==> src/rtl/mipi_dphy_lane_rx.sv <==
// mipi_dphy_lane_rx: receive controller for one MIPI D-PHY data lane.
// Filters the LP line levels, follows the LP-11 -> LP-01 -> LP-00 start of
// transmission, enables HS termination, finds the 0xB8 sync byte at any bit
// offset and delivers aligned payload bytes until the lane returns to LP-11.
// Optional escape-entry detection is built when MIPI_RX_ESC_DETECT_EN is defined.
// Ports:
//   i_clk         byte clock
//   i_rst         asynchronous active-high reset
//   i_lp          raw LP levels {Dp,Dn}, asynchronous
//   i_hs_byte     unaligned deserialized HS byte, LSB first on the wire
//   o_hs_term_en  HS receiver/termination enable
//   o_byte        aligned payload byte
//   o_byte_valid  o_byte holds a payload byte
//   o_sot         pulse with the first payload byte
//   o_eot         pulse on return to LP-11 from HS_DATA
//   o_sync_err    pulse on sync-search timeout
//   o_esc         pulse on escape-mode entry
//   o_in_esc      lane is in escape mode
//   o_state       current state encoding
module mipi_dphy_lane_rx #(
   parameter int LP_FILT    = 4,
   parameter int SETTLE_CYC = 6,
   parameter int SYNC_TO    = 64
) (
   input  logic       i_clk,
   input  logic       i_rst,
   input  logic [1:0] i_lp,
   input  logic [7:0] i_hs_byte,
   output logic       o_hs_term_en,
   output logic [7:0] o_byte,
   output logic       o_byte_valid,
   output logic       o_sot,
   output logic       o_eot,
   output logic       o_sync_err,
   output logic       o_esc,
   output logic       o_in_esc,
   output logic [2:0] o_state
);
   typedef enum logic [2:0] {
      IDLE     = 3'd0,
      HS_RQST  = 3'd1,
      HS_PREP  = 3'd2,
      HS_SYNC  = 3'd3,
      HS_DATA  = 3'd4,
      ERR_WAIT = 3'd5,
      ESC_RQST = 3'd6,
      ESC_WAIT = 3'd7
   } state_t;

   localparam int FW   = $clog2(LP_FILT + 1);
   localparam int CMAX = SETTLE_CYC > SYNC_TO ? SETTLE_CYC : SYNC_TO;
   localparam int CW   = $clog2(CMAX + 1);

   state_t        state, nxt;
   logic [1:0]    lp_s1, lp_s2, lp_cand, lp_f;
   logic [FW-1:0] filt_cnt, filt_nxt;
   logic [CW-1:0] cnt;
   logic [7:0]    prev;
   logic [15:0]   w;
   logic [2:0]    k, k_hit;
   logic          hit, in_data;

   assign w            = {i_hs_byte, prev};
   assign in_data      = state == HS_DATA && nxt == HS_DATA;
   assign o_hs_term_en = state == HS_PREP || state == HS_SYNC || state == HS_DATA;
   assign o_state      = state;

   // Run length of the current synchronized value, saturating at LP_FILT.
   assign filt_nxt = (lp_s2 != lp_cand) ? FW'(1) :
                     (filt_cnt < FW'(LP_FILT)) ? filt_cnt + 1'b1 : filt_cnt;

   always_ff @(posedge i_clk or posedge i_rst) begin
      if (i_rst) begin
         lp_s1    <= 2'b11;
         lp_s2    <= 2'b11;
         lp_cand  <= 2'b11;
         lp_f     <= 2'b11;
         filt_cnt <= '0;
      end else begin
         lp_s1    <= i_lp;
         lp_s2    <= lp_s1;
         lp_cand  <= lp_s2;
         filt_cnt <= filt_nxt;
         if (filt_nxt >= FW'(LP_FILT)) lp_f <= lp_s2;
      end
   end

   always_comb begin
      nxt   = state;
      hit   = 1'b0;
      k_hit = 3'd0;
      // Scanning downward leaves the lowest matching offset in k_hit.
      for (int i = 7; i >= 0; i--)
         if (w[i +: 8] == 8'hB8) begin
            hit   = 1'b1;
            k_hit = 3'(i);
         end
      if (state != IDLE && lp_f == 2'b11) nxt = IDLE;
      else
         case (state)
            IDLE: begin
               if (lp_f == 2'b01) nxt = HS_RQST;
`ifdef MIPI_RX_ESC_DETECT_EN
               else if (lp_f == 2'b10) nxt = ESC_RQST;
`endif
            end
            HS_RQST:  nxt = lp_f == 2'b00 ? HS_PREP : lp_f == 2'b10 ? ERR_WAIT : HS_RQST;
            HS_PREP:  nxt = lp_f != 2'b00 ? ERR_WAIT : cnt == CW'(SETTLE_CYC - 1) ? HS_SYNC : HS_PREP;
            HS_SYNC:  nxt = hit ? HS_DATA : cnt == CW'(SYNC_TO - 1) ? ERR_WAIT : HS_SYNC;
`ifdef MIPI_RX_ESC_DETECT_EN
            ESC_RQST: nxt = lp_f == 2'b00 ? ESC_WAIT : lp_f == 2'b01 ? ERR_WAIT : ESC_RQST;
`endif
            default:  nxt = state;
         endcase
   end

   always_ff @(posedge i_clk or posedge i_rst) begin
      if (i_rst) begin
         state        <= IDLE;
         cnt          <= '0;
         prev         <= 8'h00;
         k            <= 3'd0;
         o_byte       <= 8'h00;
         o_byte_valid <= 1'b0;
         o_sot        <= 1'b0;
         o_eot        <= 1'b0;
         o_sync_err   <= 1'b0;
      end else begin
         state        <= nxt;
         prev         <= i_hs_byte;
         // Every state change restarts the settle/timeout counter.
         cnt          <= (nxt != state) ? '0 : (cnt < CW'(CMAX)) ? cnt + 1'b1 : cnt;
         if (state == HS_SYNC && nxt == HS_DATA) k <= k_hit;
         if (in_data) o_byte <= w[k +: 8];
         o_byte_valid <= in_data;
         o_sot        <= in_data && !o_byte_valid;
         o_eot        <= state == HS_DATA && nxt == IDLE;
         o_sync_err   <= state == HS_SYNC && nxt == ERR_WAIT;
      end
   end

`ifdef MIPI_RX_ESC_DETECT_EN
   always_ff @(posedge i_clk or posedge i_rst) begin
      if (i_rst) o_esc <= 1'b0;
      else       o_esc <= state == ESC_RQST && nxt == ESC_WAIT;
   end
   assign o_in_esc = state == ESC_WAIT;
`else
   assign o_esc    = 1'b0;
   assign o_in_esc = 1'b0;
`endif
endmodule
==> config.mk <==
export PLATFORM = sky130hd
export DESIGN_NAME = mipi_dphy_lane_rx
export DESIGN_NICKNAME = d
export VERILOG_FILES = /design/src/rtl/mipi_dphy_lane_rx.sv
export SDC_FILE = /design/constraint.sdc
export NUM_CORES = 1
export LEC_CHECK = 0
export BUFFER_PORTS_ARGS = -buffer_cell sky130_fd_sc_hd__buf_2
export CORE_ASPECT_RATIO = 1.75
export CORE_MARGIN = 2
export CORE_UTILIZATION = 55
export DETAILED_ROUTE_END_ITERATION = 7
export PLACE_DENSITY = 0.78
export SLEW_MARGIN = 20
export SYNTH_ARGS = -nofsm -noshare
export SYNTH_HDL_FRONTEND = slang
export SYNTH_SLANG_ARGS = --single-unit
==> constraint.sdc <==
create_clock -name i_clk -period 5.7 [get_ports i_clk]
set_clock_uncertainty 0.1 [all_clocks]
set_input_delay 0.285 -clock i_clk [delete_from_list [all_inputs] [get_ports i_clk]]
set_output_delay 0.285 -clock i_clk [all_outputs]
set_load 0.1 [all_outputs]
==> results by group <==
Worst hold path
  – Hold Path End: prev[6]$_DFF_PP0_
  – Worst Hold Class: input pin to register
  – Worst Hold Path Cells: 1
  – Worst Hold Launch: i_hs_byte[6]

Worst setup path
  – Critical path data arrival time: 2.31 ns
  – Element type at the critical path start: register
  – Crit end category: register
  – Critical Path RT: 5.80 ns
  – Flop-to-flop setup slack: 3.49 ns
  – Crit Path Class: register to register
  – Crit path max fanout: 9
  – R2r endpoint: cnt[1]$_DFFE_PP0P_
  – Reg2Reg Launch Point: prev[6]$_DFF_PP0_
  – FF-to-FF path depth: 5

Layout
  – Layout fillers: 354
  – Area grow syn2layout: 11.1%
  – Post-layout util: 0.628
  – Most frequent cells in the layout: dfrtp_1 (36), buf_2 (27), mux2i_1 (22)
  – Share of layout cells above drive strength 1: 0.264
  – Post-route insts no fill: 297
  – Fin area: 2740 um^2
  – Nets@finish: 260
  – Commonest non-fill, non-tap cell in the layout: dfrtp_1
  – N_diodes: 0

Floorplanning
  – DIE AREA: 5060 um^2
  – FP Rows: 32
  – Boundary pin count: 30
  – Die Y: 92.6 um
  – Chip Width: 54.6 um
  – Core area: 4360 um^2
  – Starting density of the core: 0.565

Timing
  – Final setup margin: 3.49 ns
  – Slew Limit Fails: 0
  – Final period util: 0.388
  – Post-route minimum period: 2.21 ns
  – # setup viols final: 0
  – RSZ-0062 raised after global routing: no
  – Slew headroom: 0.504
  – FMAX: 0.453 GHz
  – Least-Margin Pin Slew: 0.734 ns
  – WHS: 0.0226 ns
  – Hold violation total from the final report: 0
  – Total Neg Setup Slack: 0 ns

Global routing
  – Initial antenna violation count: 0
  – Vias in the first global route: 1785
  – Largest net degree at the start of global routing: 45
  – Gr ovfl total: 0
  – Total GRT Usage: 0.212
  – First-pass GRT wire length: 8000 um

Placed design
  – Post-placement worst setup slack: 3.48 ns
  – DP Area: 2600 um^2
  – Port bufs: 27
  – Post-DP HPWL: 3350 um
  – Placed Cells: 286
  – Routability cong.: 0.877

Yosys
  – Syn. warnings: 0
  – Top-area cell type share of the netlist area: 0.365
  – Ys async rst share: 1.00
  – Unique masters post-synth: 52
  – Seq cells post-synth: 44
  – Synth area leader: dfrtp_1
  – Number of synthesized flops with an enable pin: 0
  – Sequential area share after synthesis: 0.450
  – Synthesized area: 2470 um^2
  – Top post-synthesis cells by area: dfrtp_1 (37%), mux2i_1 (8.9%), dfstp_2 (8.5%)
  – Syn avg cell area: 11.1 um^2
  – Cells after Synth: 222
  – Ys flop type: dfrtp_1

Clock tree
  – Clk buf depth: 2
  – Clock buffer count from CTS: 5
  – Root Driver: clkbuf_8
  – H-tree depth: 2
  – Post-CTS Setup Inserts: 0
  – Resize count post-CTS: 0
  – Post-CTS Hold Buffers: 3
  – Clock sinks: 44
  – Clock-pin slew on the worst setup and hold paths: 0.08 ns
  – Latest clock arrival within the worst-skew pair: 0.30 ns
  – CTS tree: done

Power and ir drop
  – Switch Pwr: 0.781 mW
  – Seq pwr share: 0.326
  – Logic pwr share: 0.515
  – Clock power share: 0.158
  – Switching share of total power: 0.522
  – Max VDD drop: 0.000495 V
  – Total power draw: 1.50 mW
  – Internal power: 0.715 mW
  – LEAKAGE: 1.16 nW
  – Pwr/cell area: 546 nW/um^2

Route
  – DRC violations left: 0
  – Initial drt markers: 21
  – TritonRoute pass-1 iters: 4
  – Detailed-route via count: 1777
  – Vias per cell: 5.98
  – DRT antenna net count: 0
  – Drt total wl: 4840 um
  – Routed WL per cell: 16.3 um

Run
  – Max-Cap Viols: 0

Status
  – Status: completed
power by group through the flow:
stage | combinational (mW) | clock [mW] | sequential, mW
5_1_grt | 0.824 | 0.254 | 0.504
2_1_floorplan | 0.359 | 0 | 0.781
4_1_cts | 0.774 | 0.241 | 0.487
3_3_place_gp | 0.761 | 0 | 0.488
6_report | 0.771 | 0.237 | 0.488
3_5_place_dp | 0.769 | 0 | 0.493
routing by layer:
| layer | global-route usage | wire, um |
|---|---|---|
| met1 | 0.263 | 2020 |
| met2 | 0.341 | 2550 |
| met3 | 0.0419 | 151 |
| met4 | 0.0979 | 117 |
| met5 | 0 | 0 |
cell usage after synthesis, drive strengths merged, types with 3 or more instances:
master / n
a211oi: 3
a21oi: 6
and4bb: 4
buf: 10
clkbuf: 6
dfrtp: 36
dfstp: 8
ha: 3
inv: 6
mux2: 6
mux2i: 22
mux4: 3
nand2: 17
nand3: 6
nor2: 9
nor2b: 4
nor3: 6
nor4bb: 8
o21ai: 18
o31ai: 3
xnor2: 3
xor2: 5
state kept, by name (all words and copies together) (netlist names):
register and flops:
o_state 3, prev 8, k 3, o_sync_err 1, cnt 7, o_byte_valid 1, lp_cand 2, o_byte 8
lp_f 2, o_eot 1, filt_cnt 3, lp_s2 2, lp_s1 2, o_sot 1
cell families after synthesis:
group                      after synthesis  share of synthesized area
AOI/OAI and AO/OA                       43                      0.138
and+or+nand+nor                         69                      0.179
buffers and inverters                   22                     0.0396
muxes                                   31                      0.144
DFF                                     44                      0.450
xor gates and xnor gates                 8                     0.0284
adders and majority gates                4                     0.0193
other                                    1                    0.00152
how the worst max path moves through the flow:
stage / slack (ns) / depth (start not counted) / start / end
2_1_floorplan: 1.89 / 3 / o_state[1]$_DFF_PP0_ / o_hs_term_en
3_3_place_gp: 3.50 / 6 / i_hs_byte[1] / k[2]$_DFFE_PP0P_
3_5_place_dp: 3.48 / 6 / i_hs_byte[1] / k[0]$_DFFE_PP0P_
4_1_cts: 3.51 / 5 / prev[7]$_DFF_PP0_ / cnt[1]$_DFFE_PP0P_
5_1_grt: 3.41 / 5 / prev[6]$_DFF_PP0_ / cnt[1]$_DFFE_PP0P_
6_report: 3.49 / 5 / prev[6]$_DFF_PP0_ / cnt[1]$_DFFE_PP0P_
layout make-up:
cell class / instances / area (um^2) / area share
multi-input combinational: 157 / 1260 / 0.461
sequential: 44 / 1110 / 0.405
timing repair buffer: 31 / 173 / 0.0630
clock buffer: 6 / 72.6 / 0.0265
tap: 51 / 63.8 / 0.0233
clock inverter: 2 / 35.0 / 0.0128
inverter: 6 / 22.5 / 0.00822
worst max-delay path: stages (launching register included):
cell,delay [ns]
dfrtp_1,0.50
and4bb_1,0.30
o21ai_4,0.18
nand4_4,0.15
o41a_4,0.55
a2111oi_4,0.33
Power figures use the tool's default switching activity.
